File: src/rtl/muldiv_seq.sv
// Iterative RV32M multiply/divide sequencer: radix-2 shift-add multiply and restoring divide
// sharing one 33-bit adder/subtractor. Optional macro MULDIV_EARLY_OUT_EN enables early-out.
module muldiv_seq (
  input  logic        clk,
  input  logic        rst_n,
  input  logic        rst_pipe,
  input  logic        cmd_muldiv_ex,
  input  logic [2:0]  muldiv_code_ex,
  input  logic [31:0] rs1_sel,
  input  logic [31:0] rs2_sel,
  input  logic        jmp_purge_ma,
  input  logic        stall_ext,
  output logic        muldiv_stall,
  output logic        muldiv_done,
  output logic [31:0] muldiv_result
);

  typedef enum logic [1:0] {IDLE, CALC, FIX, DONE} state_e;

  state_e      state_q;
  logic [4:0]  cnt_q;
  logic [2:0]  code_q;
  logic [32:0] hi_q;    // multiply accumulator / divide partial remainder
  logic [31:0] lo_q;    // multiplier / quotient (dividend shifts out as quotient shifts in)
  logic [31:0] opb_q;   // multiplicand / divisor
  logic        neg_quo_q, neg_rem_q, div0_q, ovf_q;
  logic        done_q;
  logic [31:0] result_q;

  logic        accept, is_div, sgn_a, sgn_b;
  logic [31:0] op_a, op_b;
  logic        div0_in, ovf_in, neg_quo_in, neg_rem_in, early;
  logic [31:0] early_res;

  assign accept = (state_q == IDLE) & cmd_muldiv_ex & ~jmp_purge_ma & ~stall_ext;
  assign is_div = muldiv_code_ex[2];

  // NOTE: every always_comb output gets a default first so no latch is inferred.
  always_comb begin
    sgn_a = 1'b0;
    sgn_b = 1'b0;
    case (muldiv_code_ex)
      3'd1, 3'd4, 3'd6: begin sgn_a = 1'b1; sgn_b = 1'b1; end
      3'd2:             sgn_a = 1'b1;
      default:          ;
    endcase
  end

  assign op_a       = (sgn_a & rs1_sel[31]) ? (~rs1_sel + 32'd1) : rs1_sel;
  assign op_b       = (sgn_b & rs2_sel[31]) ? (~rs2_sel + 32'd1) : rs2_sel;
  assign neg_quo_in = (sgn_a & rs1_sel[31]) ^ (sgn_b & rs2_sel[31]);
  assign neg_rem_in = is_div & sgn_a & rs1_sel[31];
  assign div0_in    = is_div & (rs2_sel == 32'd0);
  assign ovf_in     = is_div & ~muldiv_code_ex[0] & ~div0_in &
                      (rs1_sel == 32'h8000_0000) & (rs2_sel == 32'hFFFF_FFFF);

  always_comb begin
    early_res = 32'd0;
    if (div0_in)     early_res = muldiv_code_ex[1] ? rs1_sel : 32'hFFFF_FFFF;
    else if (ovf_in) early_res = muldiv_code_ex[1] ? 32'd0 : 32'h8000_0000;
  end

`ifdef MULDIV_EARLY_OUT_EN
  logic mul0_in;
  assign mul0_in = ~is_div & ((rs1_sel == 32'd0) | (rs2_sel == 32'd0));
  assign early   = div0_in | ovf_in | mul0_in;
`else
  assign early   = 1'b0;
`endif

  // Shared adder: add for multiply, subtract (carry-out = no borrow) for divide.
  logic        sub_op;
  logic [32:0] add_a, add_b, mul_sum;
  logic [33:0] add_sum;
  logic [32:0] hi_d;
  logic [31:0] lo_d;

  assign sub_op  = code_q[2];
  assign add_a   = sub_op ? {hi_q[31:0], lo_q[31]} : hi_q;
  assign add_b   = sub_op ? ~{1'b0, opb_q} : {1'b0, opb_q};
  assign add_sum = {1'b0, add_a} + {1'b0, add_b} + {33'd0, sub_op};
  assign mul_sum = lo_q[0] ? add_sum[32:0] : hi_q;

  always_comb begin
    hi_d = {1'b0, mul_sum[32:1]};
    lo_d = {mul_sum[0], lo_q[31:1]};
    if (sub_op) begin
      if (add_sum[33]) begin
        hi_d = {1'b0, add_sum[31:0]};
        lo_d = {lo_q[30:0], 1'b1};
      end else begin
        hi_d = {1'b0, hi_q[30:0], lo_q[31]};
        lo_d = {lo_q[30:0], 1'b0};
      end
    end
  end

  // Sign fix-up and result select. A divide by zero leaves |rs1| in the remainder,
  // so the signed fix-up already yields rs1 there; only the quotient is overridden.
  logic [63:0] product, prod_fix;
  logic [31:0] quo_fix, rem_fix, fix_res;

  always_comb begin
    product  = {hi_q[31:0], lo_q};
    prod_fix = neg_quo_q ? (~product + 64'd1) : product;
    quo_fix  = neg_quo_q ? (~lo_q + 32'd1) : lo_q;
    rem_fix  = neg_rem_q ? (~hi_q[31:0] + 32'd1) : hi_q[31:0];
    fix_res  = 32'd0;
    case (code_q)
      3'd0:             fix_res = prod_fix[31:0];
      3'd1, 3'd2, 3'd3: fix_res = prod_fix[63:32];
      3'd4, 3'd5:       fix_res = div0_q ? 32'hFFFF_FFFF : (ovf_q ? 32'h8000_0000 : quo_fix);
      default:          fix_res = ovf_q ? 32'd0 : rem_fix;
    endcase
  end

  // NOTE: sequential state uses non-blocking assignments only.
  always_ff @(posedge clk or negedge rst_n) begin
    if (!rst_n) begin
      state_q   <= IDLE;
      cnt_q     <= 5'd0;
      code_q    <= 3'd0;
      hi_q      <= 33'd0;
      lo_q      <= 32'd0;
      opb_q     <= 32'd0;
      neg_quo_q <= 1'b0;
      neg_rem_q <= 1'b0;
      div0_q    <= 1'b0;
      ovf_q     <= 1'b0;
      done_q    <= 1'b0;
      result_q  <= 32'd0;
    end else if (rst_pipe) begin
      state_q  <= IDLE;
      cnt_q    <= 5'd0;
      done_q   <= 1'b0;
      result_q <= 32'd0;
    end else begin
      case (state_q)
        IDLE: if (accept) begin
          code_q    <= muldiv_code_ex;
          hi_q      <= 33'd0;
          lo_q      <= op_a;
          opb_q     <= op_b;
          neg_quo_q <= neg_quo_in;
          neg_rem_q <= neg_rem_in;
          div0_q    <= div0_in;
          ovf_q     <= ovf_in;
          if (early) begin
            state_q  <= DONE;
            cnt_q    <= 5'd0;
            done_q   <= 1'b1;
            result_q <= early_res;
          end else begin
            state_q  <= CALC;
            cnt_q    <= 5'd31;
          end
        end
        CALC: begin
          hi_q <= hi_d;
          lo_q <= lo_d;
          if (cnt_q == 5'd0) state_q <= FIX;
          else               cnt_q   <= cnt_q - 5'd1;
        end
        FIX: begin
          result_q <= fix_res;
          done_q   <= 1'b1;
          state_q  <= DONE;
        end
        DONE: if (!stall_ext) begin
          state_q <= IDLE;
          done_q  <= 1'b0;
        end
        default: state_q <= IDLE;
      endcase
    end
  end

  assign muldiv_stall  = accept | (state_q == CALC) | (state_q == FIX);
  assign muldiv_done   = done_q;
  assign muldiv_result = result_q;

endmodule

File: config.mk
export PLATFORM = sky130hd
export DESIGN_NAME = muldiv_seq
export DESIGN_NICKNAME = d
export VERILOG_FILES = /design/src/rtl/muldiv_seq.sv
export SDC_FILE = /design/constraint.sdc
export NUM_CORES = 1
export LEC_CHECK = 0
export BUFFER_PORTS_ARGS = -buffer_cell sky130_fd_sc_hd__buf_2
export CAP_MARGIN = 20
export CELL_PAD_IN_SITES_DETAIL_PLACEMENT = 1
export CELL_PAD_IN_SITES_GLOBAL_PLACEMENT = 2
export CORE_MARGIN = 2
export CORE_UTILIZATION = 33
export DETAILED_ROUTE_END_ITERATION = 10
export GPL_TIMING_DRIVEN = 0
export PLACE_DENSITY_LB_ADDON = 0.1
export SLEW_MARGIN = 20
export SYNTH_ARGS = -nofsm -noshare
export SYNTH_HDL_FRONTEND = slang
export SYNTH_SLANG_ARGS = --single-unit
File: constraint.sdc
create_clock -name clk -period 4.4 [get_ports clk]
set_input_delay 0 -clock clk [delete_from_list [all_inputs] [get_ports clk]]
set_output_delay 0 -clock clk [all_outputs]
set_load 0.01 [all_outputs]
==> results.md, run 1 <==
* Outcome: finished clean
* Synth unique cells at 70
* Synth Flop Type: dfrtp_1
* CTS tree: yes
* Clock H-tree levels at 4
* Hpwl dp at 46.88 mm
* Setup slack after layout at 0.1792 ns
* Clock power frac at 0.127
* Register area at 3580 µm²
* Syn-to-layout area delta at 20.33%
* Critical-path top delay cell: a2111oi_0
* Largest net degree at the start of global routing at 90
* Post-Syn Nets at between 1.5k and 2k
* Sequential share of power at 0.179
* Tot GR Track Use at 0.2844
* Mapped Area at between 10000 and 15000 µm²
* P_leak at roughly 6.7 nW
* Io pins at ~110
* Fin crit period at between 4 and 5 ns
* Starting density of the core at 0.3323
* Port bufs at about 110
* Layout fillers at approximately 5k
* Period utilisation layout at 0.9593
* Std-Cell Rows at between 70 and 80
* Worst Tran Pin Value at approximately 1.1 ns
* Finished Core Util at 0.3999
* Crit path required time at 4.76 ns
* RSZ-0062 raised after global routing: no
* EDFF count, synth at 0
* Synth Area per Inst at 7.652 µm²
* First-pass GRT wire length at around 91 mm
* Post-synthesis sequential area ratio at 0.2656
* Psw at between 6 and 7 mW
* Fmax at 236.9 MHz
* Worst Setup End Kind: flip-flop
* Synth Instances at approximately 1.8k
* Number of DRC markers in iteration 0 at slightly above 900
* Relative slew slack at 0.2717
* Final antenna-violating net count at 0
* Num CTS Buffers at 17
* Die width at about 200 µm
* Max-slew violation count at 0
* Die area at around 42000 µm²
* Hold Crit Class: primary input to flip-flop
* Final TNS setup at 0 ns
* Max_cap viols at 0
* Wirelength, routed at around 60 mm
* Worst skew pair latency at 0.48 ns
* Worst hold stages at 5
* Final nets at just over 2k
* Initial antenna violation count at 1
* Endpoints failing setup at 0
* Vias in the first global route at 14.49k
* Ys Warns at 0
* Gate power share at 0.695
* Setup CP Type: flip-flop to flip-flop
* DR DRC count at 0
* Seq cells post-synth at 143
* Startpoint Class: flip-flop
* CP arrival at 4.58 ns
* Peak supply drop at about 0.3 mV
* Clock Skew at 0.01904 ns
* Layout cells sized above 1 at 0.1288
* Synth top area share at 0.2656
* Switching Fraction at 0.5523
* Total congestion overflow at 0
* Final Hold Fails at 0
* Crit path max fanout at 10
* Fin Hold WS at 0.03781 ns
* Vias/cell at 5.748
* Post-synth ARST share at 1.000
* Multi-input gate area at between 9000 and 10000 µm²
* Top cells by area, synth: dfrtp_1 (27%), o21ai_0 (8.6%), xor2_1 (8.6%), nand2_1 (6.5%), xnor2_1 (4.8%)
* R2r worst-path depth at 15
* Die Span Y at ~210 µm
* Clock buffer depth at 2
* Via count at between 10k and 15k
* Crit path cell chain: buf_4, buf_4, buf_6, xor2_2, ha_1, a21o_1, a21oi_1, o21ai_0, a2111oi_0, or3_4, and2_2, clkbuf_2, o21ai_0, a21boi_0, o31ai_1
* Largest area contributor in the netlist: dfrtp_1
* PD cells at 755.3 nW/µm²
* Clk sinks at between 100 and 150
* Clock transition at path regs at ~0.080 ns
* Post-DR wirelength/cell at 23.86 µm
* Internal power at roughly 5.5 mW
* Dpl ws at -2.236 ns
* Total core area at 40550 µm²
* CP max stage delay at between 0.4 and 0.5 ns
* Gpl congestion at roughly 0.95
* First-pass iteration count of the detailed router at 6
* Root Buffer: clkbuf_16
## worst max-delay path, delay by kind of cell (launching register included)
family,cells,cell delay (ns)
AO/OA/AOI/OAI,7,1.55
XOR/XNOR,1,0.27
adder cells (fa/ha/maj),1,0.38
buffers and inverters,4,1.00
flip-flops,1,0.40
AND/OR/NAND/NOR,2,0.49
## routing by layer
layer | vias to the layer above | GRT usage | wire length [µm]
met2 | 321 | 0.4534 | 26960
met5 | - | 0 | 0
met1 | 7210 | 0.4086 | 29060
met4 | 0 | 0.07092 | 1115
li1 | 6712 | - | -
met3 | 69 | 0.03138 | 2288
## cells in the final DEF, fill, tap and decap left out, types with 7 or more instances in the layout
cell,netlist,routed
a21oi_1,99,95
o41ai_1,17,16
clkbuf_16,0,17
o31ai_1,34,34
inv_1,38,38
nor2_1,100,100
xnor2_1,74,74
nand3_1,25,24
xor2_2,0,8
buf_2,2,108
nand4_1,13,13
clkbuf_1,138,111
nor4_1,13,12
or3_1,32,31
clkbuf_2,1,10
buf_1,14,11
nor3_1,42,42
mux2_2,35,35
mux2i_1,33,33
o21ai_1,2,7
dlygate4sd3_1,0,67
or2_2,12,12
nand2_1,234,234
xor2_1,132,124
nand2b_1,14,14
o22ai_1,14,14
a211oi_1,25,22
nor2b_1,18,18
o211ai_1,9,9
ha_1,42,39
o221ai_1,28,27
dfrtp_1,143,142
a21o_1,8,8
a32o_1,23,23
o21ai_0,231,225
or4_1,14,14
a31oi_1,12,12
## synthesized netlist by cell type (all sizes together) (23+ instances only)
cell and count:
inv 38, o21ai 233, a21oi 99, nor3 42, nor2 100, clkbuf 139
dfrtp 143, mux2i 33, a32o 23, nand3 25, xnor2 74, or3 32
nand2 235, xor2 132, ha 42, a211oi 25, o221ai 28, mux2 35
o31ai 34
## final cells by class
type | instances | area share
Antenna cell | 1 | 0.0001543
Buffer | 144 | 0.03704
Clock buffer | 18 | 0.02708
Clock inverter | 13 | 0.01003
Inverter | 38 | 0.008796
Multi-Input combinational cell | 1425 | 0.5778
Sequential cell | 143 | 0.2208
Tap cell | 532 | 0.04105
Timing Repair Buffer | 176 | 0.07731
## flip-flops by register name (all words and copies together) (netlist names)
name / cells
muldiv_result: 32
cnt_q: 5
neg_rem_q: 1
state_q: 2
opb_q: 32
muldiv_done: 1
lo_q: 32
div0_q: 1
hi_q: 32
ovf_q: 1
code_q: 3
neg_quo_q: 1
## metrics by stage
stage	cell area, µm²	power [mW]	instances
after CTS	16120	12.06	2493
after global placement	14670	10.17	2399
after detailed placement	14720	10.28	2401
after floorplan	13480	7.469	1761
after global routing	16210	13.11	2489
final	16220	12.25	2490
## final timing paths
kind                                  startpoint                 to  slack (ns)
worst min register to register  muldiv_result[5]   muldiv_result[5]        0.47
min in group asynchronous                  rst_n  muldiv_result[20]        0.06
max in group asynchronous                  rst_n          opb_q[30]        3.47
worst min-delay path                 rs1_sel[22]           lo_q[22]        0.04
worst max register to register         code_q[2]           hi_q[27]        0.18
worst max-delay path                   code_q[2]           hi_q[27]        0.18
## power by group through the flow
stage               sequential, mW  combinational (mW)  clock [mW]
detailed placement            2.19                8.09           0
finish                        2.19                8.51        1.55
global route                  2.25                9.23        1.63
global placement              2.17                8.00           0
floorplan                     2.04                5.43           0
CTS                           2.19                8.29        1.58
## repair_timing
item,CTS,global route
hold buffers,67,0
resized for setup,50,25
buffers inserted,0,1
endpoints found under the hold margin,210,0
endpoints found under the setup margin,33,33
## cells by family (layout without fill, tap and decap cells)
logic type               Yosys count  count (layout)  synth area share
buffers and inverters            193             389           0.05404
AND/OR/NAND/NOR                  555             555            0.1949
adder cells (fa/ha/maj)           43              43           0.04048
XOR/XNOR                         206             206            0.1339
multiplexers                      68              68           0.05376
other                              0               1                 0
AO/OA/AOI/OAI                    553             553            0.2574
flip-flops                       143             143            0.2656
Power figures use the tool's default switching activity.
==> inputs of run 2 (changes only) <==
- CORE_UTILIZATION: 33 -> 37
- SLEW_MARGIN: 20 -> unset
- clock period: 4.4 -> 4.7 ns (I/O delays scaled with it)
==> run 2 against run 1 <==
Effect of this change:
- sequential share of layout area up 0.36 points
- clock skew is 0.0074 ns lower
- via count about the same
- register-to-register slack better by 0.03 ns
- non-clock buffer count fell by 5
- clock power fell by 9%
- first-iteration DRC count is 3.0% higher
- die area shrank 11%
- clock-buffer cell count did not move
- worst setup slack gained 0.034 ns
- sequential power is 6% lower
- power decreased by 7.8%
- largest cell class unchanged
- highest routed layer unchanged
==> results.md, run 2 (same netlist as run 1, synthesis figures left out) <==
* Outcome: finished clean (unchanged)
* Die area at 37960 µm² (was 42470 µm²)
* Syn-to-layout area delta at 18.41% (was 20.33%)
* Gpl congestion at 0.9546 (was 0.9540)
* Starting density of the core at 0.3770 (was 0.3323)
* Most common cell after layout, fill and taps aside: nand2_1 (unchanged)
* Fmax at 222.9 MHz (was 236.9 MHz)
* DR DRC count at 0 (unchanged)
* Num CTS Buffers at 17 (unchanged)
* Worst setup startpoint: code_q[2] (unchanged)
* Total congestion overflow at 0 (unchanged)
* Total core area at 35740 µm² (was 40550 µm²)
* Fin Hold WS at 0.008314 ns (was 0.03781 ns)
* Fin crit period at 4.487 ns (was 4.221 ns)
* Final Hold Fails at 0 (unchanged)
* Number of DRC markers in iteration 0 at 941 (was 914)
* Gate power share at 0.694 (was 0.695)
* RSZ-0062 raised after global routing: no (unchanged)
* Clock H-tree levels at 4 (unchanged)
* Max-slew violation count at 0 (unchanged)
* Ant diodes at 0 (was 1)
* Internal power at 4.986 mW (was 5.483 mW)
* First-pass GRT wire length at 88.46 mm (was 90.87 mm)
* Vias in the first global route at 14.46k (was 14.49k)
* Register area at 3580 µm² (unchanged)
* Finished Layout Cells at 2414 (was 2490)
* Post-CTS Setup Bufs at 0 (unchanged)
* CTS tree: yes (unchanged)
* Peak supply drop at 0.2627 mV (was 0.3008 mV)
* P_leak at 6.669 nW (was 6.725 nW)
* Post-DP Area at 14620 µm² (was 14720 µm²)
* Die Span Y at 194.8 µm (was 206.1 µm)
* Setup CP Type: flip-flop to flip-flop (unchanged)
* Max_cap viols at 0 (unchanged)
* Endpoints failing setup at 0 (unchanged)
* Clock power frac at 0.125 (was 0.127)
* Worst Tran Pin Value at 1.225 ns (was 1.088 ns)
* Port bufs at 106 (unchanged)
* Clock transition at path regs at 0.07 ns (was 0.08 ns)
* Layout cells sized above 1 at 0.1219 (was 0.1288)
* Crit path required time at 5.06 ns (was 4.76 ns)
* Crit path max fanout at 10 (unchanged)
* Clk sinks at 143 (unchanged)
* Multi-input gate area at 9308 µm² (was 9369 µm²)
* PD cells at 707.7 nW/µm² (was 755.3 nW/µm²)
* Clock buffer depth at 2 (unchanged)
* Post-DR wirelength/cell at 23.81 µm (was 23.86 µm)
* Layout fillers at 4447 (was 4977)
* Dpl ws at -1.730 ns (was -2.236 ns)
* Final antenna-violating net count at 0 (unchanged)
* Tot GR Track Use at 0.3036 (was 0.2844)
* Std-Cell Rows at 69 (was 74)
* Worst r2r src: code_q[2] (unchanged)
* First-pass iteration count of the detailed router at 5 (was 6)
* Final nets at 2056 (was 2061)
* Final instance area at 15960 µm² (was 16220 µm²)
* Switching Fraction at 0.5585 (was 0.5523)
* Worst skew pair latency at 0.46 ns (was 0.48 ns)
* Root Buffer: clkbuf_16 (unchanged)
* Startpoint Class: flip-flop (unchanged)
* Sequential share of power at 0.181 (was 0.179)
* Die width at 194.8 µm (was 206.1 µm)
* Psw at 6.307 mW (was 6.765 mW)
* Hpwl dp at 45.59 mm (was 46.88 mm)
* Worst Setup End Kind: flip-flop (unchanged)
* CP arrival at 4.84 ns (was 4.58 ns)
* Design Power at 11.29 mW (was 12.25 mW)
* Initial antenna violation count at 0 (was 1)
* Via count at 14.33k (was 14.31k)
* Largest net degree at the start of global routing at 86 (was 90)
* Io pins at 107 (unchanged)
* Hold_sp: rs1_sel[11] (was rs1_sel[22])
* Wirelength, routed at 57.48 mm (was 59.42 mm)
* Final TNS setup at 0 ns (unchanged)
* Most frequent cells in the layout: nand2_1 (234), o21ai_0 (228), dfrtp_1 (142) (was nand2_1 (234), o21ai_0 (225), dfrtp_1 (142))
* Vias/cell at 5.935 (was 5.748)
* Relative slew slack at 0.1806 (was 0.2717)
* Setup slack after layout at 0.2128 ns (was 0.1792 ns)
* Cell count after placement at 2330 (was 2401)
* Hold Crit Class: primary input to flip-flop (unchanged)
* Clock Skew at 0.01167 ns (was 0.01904 ns)
* Finished Core Util at 0.4464 (was 0.3999)
* Period utilisation layout at 0.9547 (was 0.9593)
==> run 2: cell type report <==
| type | instances | area share |
|---|---|---|
| plain buffers | 146 | 0.03693 |
| clock buffers | 18 | 0.02752 |
| clock inverters | 14 | 0.009174 |
| inverters | 38 | 0.008939 |
| multi-input cells | 1425 | 0.5833 |
| flip-flops and latches | 143 | 0.2243 |
| well taps | 461 | 0.03615 |
| repair buffers | 169 | 0.07363 |
==> run 2: repair_timing <==
item,in CTS,in global routing
hold buffers,60,0
pin swaps,0,1
endpoints found under the hold margin,117,0
resized for setup,37,19
setup endpoints to repair,33,32
==> run 2: path summary, 6_finish.rpt <==
| kind | slack (ns) | cells past startpoint | end |
|---|---|---|---|
| worst max-delay path | 0.21 | 14 | hi_q[29] |
| worst min-delay path | 0.008 | 4 | lo_q[11] |
| worst max register to register | 0.21 | 14 | hi_q[29] |
| worst min register to register | 0.47 | 2 | muldiv_result[11] |
| max in group asynchronous | 3.73 | 3 | code_q[2] |
| min in group asynchronous | 0.10 | 2 | muldiv_result[19] |
==> run 2: power by group through the flow <==
stage	Sequential [mW]	Combinational [mW]	Clock (mW)
floorplan	1.91	5.08	0
global placement	2.02	7.40	0
detailed placement	2.04	7.55	0
CTS	2.03	7.68	1.42
global route	2.10	8.52	1.48
finish	2.05	7.84	1.41
==> run 2: worst max-delay path, stage by stage (launching register included) <==
cell and delay, ns:
dfrtp_2 0.51, buf_4 0.30, clkbuf_4 0.27, mux2_2 0.37, ha_1 0.28, clkbuf_1 0.25, and4_1 0.34, or3b_2 0.51
or3_1 0.44, a211oi_4 0.29, nor2_1 0.11, nor2b_1 0.18, xnor2_2 0.19, o21ai_0 0.10, o21ai_0 0.23
==> run 2: layer usage <==
| metal | GRT usage | vias to the layer above | routed length, µm |
|---|---|---|---|
| met5 | 0 | - | 0 |
| met4 | 0.06842 | 0 | 954 |
| met3 | 0.04668 | 64 | 2811 |
| met2 | 0.4806 | 392 | 25950 |
| met1 | 0.4349 | 7174 | 27760 |
| li1 | - | 6696 | - |
